==> src/rtl/rst_tick_sequencer.sv <==
// Staged reset release for NUM_CH channels, then a per-channel divided tick.
// Ports: clk, reset (async, low), sw_rst, div_val -> rst_out, tick, busy,
//        ready; tick_cnt is added when RST_TICK_CNT_EN is defined.
module rst_tick_sequencer #(
  parameter int NUM_CH      = 4,
  parameter int DIV_W       = 8,
  parameter int HOLD_CYCLES = 4,
  parameter int STAGGER     = 2
) (
  input  logic                    clk,
  input  logic                    reset,
  input  logic                    sw_rst,
  input  logic [NUM_CH*DIV_W-1:0] div_val,
  output logic [NUM_CH-1:0]       rst_out,
  output logic [NUM_CH-1:0]       tick,
`ifdef RST_TICK_CNT_EN
  output logic [NUM_CH*16-1:0]    tick_cnt,
`endif
  output logic                    busy,
  output logic                    ready
);

  localparam int HW = (HOLD_CYCLES > 1) ?
                      $clog2(HOLD_CYCLES) : 1;
  localparam int CW = (STAGGER > 0) ?
                      $clog2(STAGGER + 1) : 1;
  localparam int IW = (NUM_CH > 1) ?
                      $clog2(NUM_CH) : 1;

  localparam logic [HW-1:0] HOLD_LAST =
    HW'(HOLD_CYCLES - 1);
  localparam logic [CW-1:0] STAG_V = CW'(STAGGER);
  localparam logic [IW-1:0] LAST_CH = IW'(NUM_CH - 1);

  typedef enum logic [1:0] {
    HOLD,
    RELEASE,
    RUN
  } state_t;

  state_t            state;
  state_t            state_nxt;
  logic [HW-1:0]     hold_cnt;
  logic [HW-1:0]     hold_nxt;
  logic [CW-1:0]     rel_cnt;
  logic [CW-1:0]     rel_cnt_nxt;
  logic [IW-1:0]     rel_idx;
  logic [IW-1:0]     rel_idx_nxt;
  logic [NUM_CH-1:0] rst_nxt;

  always_ff @(posedge clk or negedge reset) begin
    if (!reset) begin
      state    <= HOLD;
      hold_cnt <= '0;
      rel_cnt  <= '0;
      rel_idx  <= '0;
      rst_out  <= '1;
      busy     <= 1'b1;
      ready    <= 1'b0;
    end else begin
      state    <= state_nxt;
      hold_cnt <= hold_nxt;
      rel_cnt  <= rel_cnt_nxt;
      rel_idx  <= rel_idx_nxt;
      rst_out  <= rst_nxt;
      busy     <= (state_nxt != RUN);
      ready    <= (state_nxt == RUN);
    end
  end

  always_comb begin
    state_nxt   = state;
    hold_nxt    = hold_cnt;
    rel_cnt_nxt = rel_cnt;
    rel_idx_nxt = rel_idx;
    rst_nxt     = rst_out;
    if (sw_rst) begin
      state_nxt   = HOLD;
      hold_nxt    = '0;
      rel_cnt_nxt = '0;
      rel_idx_nxt = '0;
      rst_nxt     = '1;
    end else begin
      unique case (state)
        HOLD: begin
          if (hold_cnt == HOLD_LAST) begin
            state_nxt   = RELEASE;
            hold_nxt    = '0;
            rel_cnt_nxt = '0;
            rel_idx_nxt = '0;
          end else begin
            hold_nxt = hold_cnt + 1'b1;
          end
        end
        RELEASE: begin
          if (STAGGER == 0) begin
            rst_nxt   = '0;
            state_nxt = RUN;
          end else if (rel_cnt == STAG_V) begin
            for (int i = 0; i < NUM_CH; i++) begin
              if (IW'(i) == rel_idx) begin
                rst_nxt[i] = 1'b0;
              end
            end
            rel_cnt_nxt = '0;
            if (rel_idx == LAST_CH) begin
              state_nxt = RUN;
            end else begin
              rel_idx_nxt = rel_idx + 1'b1;
            end
          end else begin
            rel_cnt_nxt = rel_cnt + 1'b1;
          end
        end
        RUN: begin
          state_nxt = RUN;
        end
        default: begin
          state_nxt = HOLD;
        end
      endcase
    end
  end

  for (genvar g = 0; g < NUM_CH; g++) begin : g_ch
    logic [DIV_W-1:0] div_cnt;
    logic [DIV_W-1:0] dv;
    logic             hit;

    assign dv  = div_val[g*DIV_W +: DIV_W];
    // >= rather than == so a lowered divide wraps at once
    assign hit = (div_cnt >= dv);

    always_ff @(posedge clk or negedge reset) begin
      if (!reset) begin
        div_cnt <= '0;
        tick[g] <= 1'b0;
      end else if (sw_rst || rst_out[g]) begin
        div_cnt <= '0;
        tick[g] <= 1'b0;
      end else if (hit) begin
        div_cnt <= '0;
        tick[g] <= 1'b1;
      end else begin
        div_cnt <= div_cnt + 1'b1;
        tick[g] <= 1'b0;
      end
    end

`ifdef RST_TICK_CNT_EN
    logic [15:0] tc;

    always_ff @(posedge clk or negedge reset) begin
      if (!reset) begin
        tc <= '0;
      end else if (sw_rst || rst_out[g]) begin
        tc <= '0;
      end else if (hit && tc != 16'hFFFF) begin
        tc <= tc + 16'd1;
      end
    end

    assign tick_cnt[g*16 +: 16] = tc;
`endif
  end

endmodule

==> config.mk <==
export PLATFORM = sky130hd
export DESIGN_NAME = rst_tick_sequencer
export DESIGN_NICKNAME = d
export VERILOG_FILES = /design/src/rtl/rst_tick_sequencer.sv
export SDC_FILE = /design/constraint.sdc
export NUM_CORES = 1
export LEC_CHECK = 0
export BUFFER_PORTS_ARGS = -buffer_cell sky130_fd_sc_hd__buf_4
export CAP_MARGIN = 20
export CORE_UTILIZATION = 57
export DETAILED_ROUTE_END_ITERATION = 8
export PLACE_DENSITY = 0.78
export SLEW_MARGIN = 5
export SYNTH_ARGS = -nofsm -noshare
export SYNTH_HDL_FRONTEND = slang
export SYNTH_SLANG_ARGS = --single-unit
==> constraint.sdc <==
create_clock -name clk -period 2.2 [get_ports clk]
set_clock_uncertainty 0.2 [all_clocks]
set_input_delay 0.33 -clock clk [delete_from_list [all_inputs] [get_ports clk]]
set_output_delay 0.33 -clock clk [all_outputs]
set_load 0.005 [all_outputs]
Yosys cells after proc, flatten, opt, wreduce, memory -nomap -nowiden
Cells that the tools add are included.

cells by class
  $add $sub $neg = 7
  order comparisons = 4
  eq/ne operators = 13
  multiplexer cells = 39
  reductions and logical operators = 20

operators with widths
  operator                                                                count
  8-bit two-way mux                                                       8
  8-bit by 1-bit adder with 8-bit output (second input constant)          4
  8-bit greater-or-equal comparator                                       4
  2-bit two-way mux                                                       13
  2-bit nonzero test                                                      7
  1-bit two-way mux                                                       12
  4-bit two-way mux                                                       3
  3-bit AND reduction                                                     4
  2-bit equality test (second input constant)                             5
  3-bit inequality test (second input constant)                           3
  2-bit case mux with 2 select lines                                      2
  2-bit by 1-bit adder with 2-bit output (second input constant)          3
  2-bit case mux with 3 select lines                                      1
  2-bit equality test (first input constant)                              2
  2-bit zero test                                                         2
  1-bit logical OR                                                        4
  4-bit AND reduction                                                     1
  3-bit nonzero test                                                      1
  1-bit by 2-bit equality test with 1-bit output (first input constant)   1
  2-bit by 1-bit equality test with 1-bit output (second input constant)  1
  2-bit inequality test (second input constant)                           1
  2-bit AND reduction                                                     1

word-level totals
  register bits = 50
  input port bits = 35
  logic and storage cells = 101

Logic depth before layout (Yosys ltp)
Gate-level depths: netlist of the first run.

  word-level depth = 6
  depth in mapped cells = 6
  depth with buffers taken out = 6

Least setup slack after synthesis of the first run
OpenSTA, ideal clock, no wires.

  path type = register to register
  from = register g_ch[2].div_cnt[2]
  to = register tick[2]
  library setup time = 0.119 ns
  data arrival time = 1.461 ns
  data required time = 1.881 ns
  path slack = 0.420 ns
  cell stages (with the launch flop) = 6
  period minus slack after synthesis = 1.780 ns
  cells stage by stage = dfrtp_1 ha_1 a211o_1 a31oi_2 nor2_1 o21a_1

on the way
  cells in the longest elaborated chain, start to end = 3

ends and longest elaborated chain
  element                            line  source
  from (decl)                        126   logic [DIV_W-1:0] div_cnt;
  from (signal assigned)             145   div_cnt <= div_cnt + 1'b1;
  8-bit greater-or-equal comparator  132   assign hit = (div_cnt >= dv);
  1-bit two-way mux                  141   end else if (hit) begin
  1-bit two-way mux                  138   end else if (sw_rst || rst_out[g]) begin
  to (signal, indexed assignment)    137   tick[g] <= 1'b0;
  to (signal, indexed assignment)    140   tick[g] <= 1'b0;
  to (signal, indexed assignment)    143   tick[g] <= 1'b1;
  to (decl)                          15    output logic [NUM_CH-1:0] tick,

No other way between the ends.
A chain may end at the register's enable or synchronous reset.

Final worst setup path of the first run
Ends and elaborated chain as after synthesis.

==> results of run 1 <==
==> through the flow <==
stage	util	instance area (sq um)
CTS	0.693	3540
global placement	0.669	3420
global route	0.693	3540
finish	0.693	3540
floorplan	-	3030
detailed placement	0.669	3420
==> cell type report <==
| cell class | count | area, sq um | area share |
|---|---|---|---|
| multi-input cells | 217 | 1600 | 0.452 |
| flip-flops and latches | 50 | 1260 | 0.355 |
| repair buffers | 45 | 340 | 0.0961 |
| inverters | 38 | 143 | 0.0403 |
| well taps | 70 | 87.6 | 0.0247 |
| clock buffers | 5 | 68.8 | 0.0194 |
| clock inverters | 3 | 43.8 | 0.0124 |
==> cells in the mapped netlist, types with 2 or more instances <==
| master | instances |
|---|---|
| nor2_1 | 35 |
| nand4_1 | 2 |
| a2111oi_2 | 3 |
| a21oi_1 | 15 |
| and3_1 | 12 |
| dfstp_2 | 5 |
| nand2b_1 | 2 |
| a211oi_1 | 2 |
| inv_1 | 38 |
| xnor2_1 | 8 |
| nor2b_1 | 6 |
| o211ai_1 | 3 |
| nor3_1 | 9 |
| buf_6 | 2 |
| nand3_1 | 18 |
| o21ai_0 | 8 |
| ha_1 | 41 |
| nand2_1 | 13 |
| xor2_1 | 16 |
| o21a_1 | 2 |
| a21o_1 | 2 |
| dfrtp_1 | 45 |
| o21ai_1 | 3 |
==> sequential cells by signal, summed over array words and instances (netlist names) <==
name and flops:
rst_out 4, busy 1, g_ch.div_cnt 32, ready 1, state 2, rel_idx 2
hold_cnt 2, tick 4, rel_cnt 2
==> path summary, 6_finish.rpt <==
kind / slack (ns) / to / cells after the start / from
setup / recovery: 0.33 / tick[2]$_DFF_PN0_ / 5 / g_ch[2].div_cnt[2]$_DFF_PN0_
hold / removal: 0.16 / state[1]$_DFF_PN0_ / 2 / sw_rst
setup reg to reg: 0.33 / tick[2]$_DFF_PN0_ / 5 / g_ch[2].div_cnt[2]$_DFF_PN0_
hold reg to reg: 0.28 / g_ch[2].div_cnt[0]$_DFF_PN0_ / 1 / g_ch[2].div_cnt[0]$_DFF_PN0_
max in group asynchronous: 1.00 / rel_cnt[0]$_DFFE_PN0P_ / 2 / reset
min in group asynchronous: 0.38 / g_ch[0].div_cnt[4]$_DFF_PN0_ / 2 / reset
==> where the power goes <==
part | internal [uW] | switching (uW) | leakage [uW]
Combinational | 84.9 | 81.8 | 0.00105
Clock | 341 | 305 | 0.0000585
Sequential | 932 | 13.2 | 0.000679
==> layer usage <==
metal  track usage  routed length, microns
met5             0                       0
met2         0.317                    2380
met4        0.0545                      29
met1         0.248                    2380
met3        0.0348                     138
==> worst max-delay path: stages, from the launching register on <==
cell and delay, ns:
dfrtp_1 0.44, ha_1 0.32, a211o_1 0.30, a31oi_2 0.24, nor2_1 0.09, o21a_1 0.18
==> what timing repair did <==
action / 4_1_cts / 5_1_grt
hold buffers: 1 / 0
endpoints found under the hold margin: 45 / 0
buffers inserted: 0 / 0
==> layout by cell type, fill, tap and decap left out, drive strengths merged, types with 9 or more instances in the layout <==
master | Yosys | routed
and3 | 12 | 12
o21ai | 13 | 13
ha | 41 | 41
nand3 | 18 | 18
xor2 | 16 | 16
dfrtp | 45 | 45
nor3 | 9 | 9
nor2 | 35 | 35
a21oi | 15 | 15
buf | 2 | 44
inv | 38 | 39
nand2 | 13 | 13
==> kinds of logic (layout without fill, tap and decap cells) <==
kind of cell,after synthesis,after routing,share of synthesized area
buf+inv,41,91,0.0558
simple gates,102,102,0.165
flops,50,50,0.415
compound gates,49,49,0.121
mux,1,1,0.00331
xor+xnor,24,24,0.0694
fa+ha+maj,41,41,0.169
==> flow_summary.yaml, run 1 <==
outcome:
  status: "finished, final reports clean"
timing:
  slew_headroom: 0.593
  rsz0062_at_grt: "no"
  fmax_ghz: 0.535
  timing.final.ws_setup_ns: 0.331
  fin_crit_ns: 1.87
  final_max_slew_viol_count: 0
  worstMarginPinSlew_ns: 0.610
  hold_viol: 0
  holdWs_ns: 0.159
  final-setup-viol-count: 0
  post-route-period-util: 0.850
  tns_ns: 0
clocking:
  clk_pin_slew_ns: 0.10
  ctsResizeCount: 0
  clk-insertion-delay-late_ns: 0.30
  cts.sinks: 50
  ctsHtreeMaxLevel: 2
  cts-root-buf: "clkbuf_8"
  clock_tree.buffer_depth: 2
  cts-buffers-inserted: 5
  cts_tree: "built"
layout:
  fill_cells: 401
  fin_nets: 433
  synthToLayoutAreaGrowth_pct: 17.0
  final_cells: 428
  drive_gt1_frac: 0.187
  diodes: 0
placed_design:
  placed_cells: 419
  post-place-ws_ns: 0.298
  dp_hpwl_microns: 3770
  routabilityCongestion: 0.803
  portBuffers: 44
logic_synthesis:
  synth_cell_types: 41
  synth_flop_cell: "dfrtp_1"
  yosysWarnings: 0
  synth_top_area_cell: "dfrtp_1"
  synth-seq-area-share: 0.415
  synth_top_area_frac: 0.372
  netlist_area_sq_um: 3030
  ys_seq_elements: 50
  ys_top_cells_by_area: "dfrtp_1, ha_1, inv_1"
  synthArstFlopShare: 1.00
  synth_nets: 384
  synth_cells: 308
  synth_enable_flop_cells: 0
  syn_area_per_cell_sq_um: 9.83
pwr:
  p_per_area_nw_per_um2: 497
  total_power_uw: 1760
  leakagePower_uw: 0.00179
  peakVddDrop_uv: 492
die:
  ioPinCount: 45
  fp.dieW_microns: 74.9
  coreArea_sq_um: 5110
  rows: 26
  dieArea_sq_um: 5610
  die_y_microns: 74.9
  start_util: 0.593
setup_path:
  endpoint_kind: "register"
  crit_type: "reg -> reg"
  start_kind: "register"
  cp_max_fo: 5
  arrival_ns: 1.87
  required_ns: 2.20
route:
  antenna_left: 0
  dr.pass1.iters: 4
  vias: 2224
  drc: 0
  vias_per_cell: 5.20
  wl_microns: 4930
  wl_per_cell_microns: 11.5
  drt_iter0_drc: 94
grt:
  grt_pass1_vias: 1936
  grt_max_degree: 51
  globalRouteTotalUtil: 0.188
  antenna_found_initial: 0
  grt_pass1_wl_microns: 8040
  grt-ovfl-total: 0
flow_run:
  drv_cap: 0
hold_path:
  hp-class: "in -> reg"
Power figures use the tool's default switching activity.
==> run 2, diff against run 1 <==
Clock period 2.2 ns to 1.9 ns, I/O delays scaled along.
==> flow_summary.yaml, run 2 (synthesis gave the netlist of run 1 again) <==
setup_path:
  crit_cells: 5
  slowest_delay_ns: 0.42
  arrival_ns: 1.81
  critPathLaunch: "g_ch[2].div_cnt[5]$_DFF_PN0_"
  crit_chain: "ha_1, nand2_1, or3_4, o21ai_4, nor2_1"
  r2r-end: "g_ch[2].div_cnt[3]$_DFF_PN0_"
  crit_type: "reg -> reg"
  path_delay_family: "simple AND/OR/NAND/NOR gates"
  rr_worst_depth: 5
  required_ns: 1.89
  rr_startpoint: "g_ch[2].div_cnt[5]$_DFF_PN0_"
  r2r_slack_ns: 0.08
  cp_slowest_cell: "dfrtp_1"
  endpoint_kind: "register"
  endpoint: "g_ch[2].div_cnt[3]$_DFF_PN0_"
  path_buf_inv: 0
  start_kind: "register"
  cp_max_fo: 8
pwr:
  peakVddDrop_uv: 538
  p_clk_frac: 0.360
  leakagePower_uw: 0.00180
  p_per_area_nw_per_um2: 560
  total_power_uw: 2020
  p_comb_frac: 0.099
  p_switching_uw: 450
  swShare: 0.222
  seqPwrFrac: 0.541
  p_int_uw: 1570
die:
  fp.dieW_microns: 74.9
  coreArea_sq_um: 5110
  die_y_microns: 74.9
  ioPinCount: 45
  dieArea_sq_um: 5610
  rows: 26
  start_util: 0.593
layout:
  diodes: 0
  fin_nets: 437
  multi_input_area_sq_um: 1650
  reg_top3: "g_ch.div_cnt (32), rst_out (4), tick (4)"
  layout_commonest_cell: "buf_4"
  drive_gt1_frac: 0.210
  seq_area_sq_um: 1260
  synthToLayoutAreaGrowth_pct: 19.4
  largest_reg_flops: 32
  final_cells: 432
  regMostFlops: "g_ch.div_cnt"
  final_cell_mix: "buf_4, dfrtp_1, inv_1, ha_1, nor2_1"
  fill_cells: 394
timing:
  final-setup-viol-count: 0
  worstMarginPinSlew_ns: 0.625
  final_max_slew_viol_count: 0
  slew_headroom: 0.583
  hold_viol: 0
  fmax_ghz: 0.549
  fin_crit_ns: 1.82
  post-route-period-util: 0.959
route:
  vias: 2240
  drc: 0
  drt_iter0_drc: 74
  vias_per_cell: 5.19
  antenna_left: 0
  dr.pass1.iters: 4
  wl_per_cell_microns: 12.3
  wl_microns: 5310
grt:
  grt_pass1_vias: 2135
  grt_max_degree: 51
  globalRouteTotalUtil: 0.207
  antenna_found_initial: 0
  grt_pass1_wl_microns: 8760
  grt-ovfl-total: 0
clocking:
  clk-insertion-delay-late_ns: 0.30
  cts_tree: "built"
  clock_tree.buffer_depth: 2
  ctsHtreeMaxLevel: 2
  cts.sinks: 50
  cts-root-buf: "clkbuf_8"
  cts-buffers-inserted: 5
  clk_pin_slew_ns: 0.09
placed_design:
  routabilityCongestion: 0.827
  portBuffers: 44
  placed_cells: 422
  dp_hpwl_microns: 3920
flow_run:
  drv_cap: 0
outcome:
  status: "finished, final reports clean"
hold_path:
  hp-class: "in -> reg"
run 2: metal layers:
layer,share of wire,track usage
met2,0.49,0.367
met4,0.015,0.0755
met5,0,0
met1,0.47,0.247
met3,0.031,0.0428
run 2: power by group through the flow:
stage	Sequential, uW	Clock (uW)	Combinational [uW]
floorplan	1110	0	105
detailed placement	1120	0	195
global route	1100	785	234
CTS	1090	755	198
finish	1090	730	200
global placement	1110	0	188
run 2: timing repair:
| item | 4_1_cts | 5_1_grt |
|---|---|---|
| gates resized for setup | 0 | 8 |
| setup buffers | 0 | 1 |
| hold endpoints to repair | 45 | 0 |
| endpoints found under the setup margin | 0 | 24 |
| hold buffers | 1 | 0 |
run 2: worst min path at each step:
stage,startpoint,cells after the start,end
after global routing,sw_rst,2,state[1]$_DFF_PN0_
after CTS,sw_rst,2,hold_cnt[1]$_DFFE_PN0P_
after floorplan,reset,0,g_ch[0].div_cnt[0]$_DFF_PN0_
after global placement,reset,1,g_ch[0].div_cnt[4]$_DFF_PN0_
after detailed placement,reset,1,g_ch[0].div_cnt[4]$_DFF_PN0_
final,sw_rst,2,hold_cnt[1]$_DFFE_PN0P_
run 2: metrics by stage:
| stage | instance area (sq um) | TNS [ns] | utilization | setup slack [ns] | hold WS (ns) |
|---|---|---|---|---|---|
| after floorplan | 3030 | 0 | - | 0.120 | -0.211 |
| after global placement | 3440 | 0 | 0.674 | 0.0747 | 0.140 |
| after detailed placement | 3440 | 0 | 0.674 | 0.0216 | 0.149 |
| after CTS | 3560 | 0 | 0.696 | 0.0189 | 0.109 |
| after global routing | 3610 | -0.000335 | 0.707 | -0.000335 | 0.131 |
| final | 3610 | 0 | 0.707 | 0.0773 | 0.128 |
run 2: final cells by class:
cell class,count,area share
well taps,70,0.0242
clock buffers,7,0.0211
flip-flops and latches,50,0.348
clock inverters,1,0.00831
inverters,38,0.0395
repair buffers,49,0.102
multi-input cells,217,0.456
run 2: worst register-to-register path, stage by stage (launching register included):
cell and delay [ns]:
dfrtp_1 0.42, ha_1 0.31, nand2_1 0.06, or3_4 0.38, o21ai_4 0.25, nor2_1 0.09
==> run 3, diff against run 2 <==
Settings changed: CORE_MARGIN set to 10, SETUP_SLACK_MARGIN set to 0.4.
==> flow_summary.yaml, run 3 (synthesis gave the netlist of run 1 again) <==
outcome:
  status: "finished, final reports clean"
setup_path:
  arrival_ns: 1.78
  crit_type: "reg -> reg"
  path_delay_family: "simple AND/OR/NAND/NOR gates"
  cp_slowest_cell: "dfrtp_1"
  path_buf_inv: 0
  required_ns: 1.88
  endpoint_kind: "register"
  start_kind: "register"
  cp_max_fo: 8
  crit_chain: "ha_4, nand2_2, or3_4, o21ai_4, nor2_1"
  slowest_delay_ns: 0.42
pwr:
  p_comb_frac: 0.117
  p_per_area_nw_per_um2: 504
  p_clk_frac: 0.354
  p_int_uw: 1590
  leakagePower_uw: 0.00196
  peakVddDrop_uv: 548
  seqPwrFrac: 0.529
  swShare: 0.235
  p_switching_uw: 489
timing:
  fin_crit_ns: 1.79
  fmax_ghz: 0.558
  final_max_slew_viol_count: 0
  post-route-period-util: 0.943
  hold_viol: 0
  rsz0062_at_grt: "yes"
  final-setup-viol-count: 0
  timing.final.ws_setup_ns: 0.108
  holdWs_ns: 0.155
  slew_headroom: 0.594
  worstMarginPinSlew_ns: 0.609
  tns_ns: 0
clocking:
  cts_tree: "built"
  clock_tree.buffer_depth: 2
  cts.sinks: 50
  clk-insertion-delay-late_ns: 0.30
  cts-root-buf: "clkbuf_8"
  ctsHtreeMaxLevel: 2
  cts-buffers-inserted: 5
  clk_pin_slew_ns: 0.09
grt:
  antenna_found_initial: 0
  grt_pass1_wl_microns: 11300
  globalRouteTotalUtil: 0.157
  grt-ovfl-total: 0
  grt_pass1_vias: 2442
  grt_max_degree: 51
die:
  coreArea_sq_um: 5140
  start_util: 0.589
  ioPinCount: 45
  die_y_microns: 92.9
  dieArea_sq_um: 8620
  rows: 26
  fp.dieW_microns: 92.9
flow_run:
  drv_cap: 0
layout:
  reg_top3: "g_ch.div_cnt (32), rst_out (4), tick (4)"
  final_cell_mix: "buf_4, dfrtp_1, inv_1, nor2_1, ha_1"
  largest_reg_flops: 32
  drive_gt1_frac: 0.380
  layout_commonest_cell: "buf_4"
  synthToLayoutAreaGrowth_pct: 36.3
  diodes: 0
  fin_nets: 464
  regMostFlops: "g_ch.div_cnt"
  fin_util: 0.802
route:
  dr.pass1.iters: 4
  wl_met1_microns: 2700
  wl_met2_microns: 3500
  vias_per_cell: 5.31
  top_layer: "met4"
  drt_iter0_drc: 96
  route.met3.wl_microns: 296
  wl_per_cell_microns: 14.3
  drc: 0
  wl_microns: 6590
  vias: 2435
  antenna_left: 0
placed_design:
  portBuffers: 44
  dp_hpwl_microns: 4350
  routabilityCongestion: 0.819
  post-place-ws_ns: 0.0855
hold_path:
  hp-class: "in -> reg"
-- run 3: cell count changes in the layout (fill, tap and decap cells not counted), moves of 5 or more --
cell / change
buf_4: +23
ha_1: -11
ha_4: +7
nor2_1: -5
nor2_2: +5
nor3_1: -5
nor3_2: +5
-- run 3: layout make-up --
cell class,count,area [sq um]
multi-input combinational,218,1950
inverter,38,143
sequential,50,1260
fill,350,1020
timing repair buffer,75,577
clock buffer,5,68.8
clock inverter,3,40.0
tap,70,87.6
-- run 3: power by group through the flow --
| stage | Sequential, uW | Clock (uW) | Combinational (uW) |
|---|---|---|---|
| after CTS | 1090 | 751 | 226 |
| after global placement | 1110 | 0 | 199 |
| final | 1100 | 735 | 243 |
| after floorplan | 1110 | 0 | 116 |
| after detailed placement | 1120 | 0 | 209 |
| after global routing | 1100 | 788 | 277 |
-- run 3: path summary, 6_finish.rpt --
| kind | slack, ns | to | cells past startpoint | startpoint |
|---|---|---|---|---|
| max in group asynchronous | 0.72 | g_ch[2].div_cnt[2]$_DFF_PN0_ | 2 | reset |
| worst min-delay path | 0.15 | state[1]$_DFF_PN0_ | 2 | sw_rst |
| worst min register to register | 0.30 | g_ch[1].div_cnt[0]$_DFF_PN0_ | 1 | g_ch[1].div_cnt[0]$_DFF_PN0_ |
| worst max register to register | 0.11 | g_ch[2].div_cnt[6]$_DFF_PN0_ | 5 | g_ch[2].div_cnt[4]$_DFF_PN0_ |
| worst max-delay path | 0.11 | g_ch[2].div_cnt[6]$_DFF_PN0_ | 5 | g_ch[2].div_cnt[4]$_DFF_PN0_ |
| min in group asynchronous | 0.34 | g_ch[0].div_cnt[2]$_DFF_PN0_ | 2 | reset |
-- run 3: metrics by stage --
step           total power [uW]  area [sq um]  instances
2_1_floorplan              1230          3130        308
3_3_place_gp               1310          3530        420
3_5_place_dp               1320          3530        420
4_1_cts                    2070          3950        450
5_1_grt                    2170          4120        459
6_report                   2080          4120        459
-- run 3: timing repair --
item	CTS	global route
hold buffers	1	0
hold endpoints to repair	45	0
pin swaps	22	19
setup buffers	20	9
endpoints found under the setup margin	40	46
gates cloned	1	0
resized for setup	25	26
-- run 3: layer usage --
| metal | track usage | vias to the layer above |
|---|---|---|
| met2 | 0.279 | 54 |
| met3 | 0.0387 | 11 |
| met5 | 0 | - |
| li1 | - | 1215 |
| met1 | 0.183 | 1155 |
| met4 | 0.0437 | 0 |
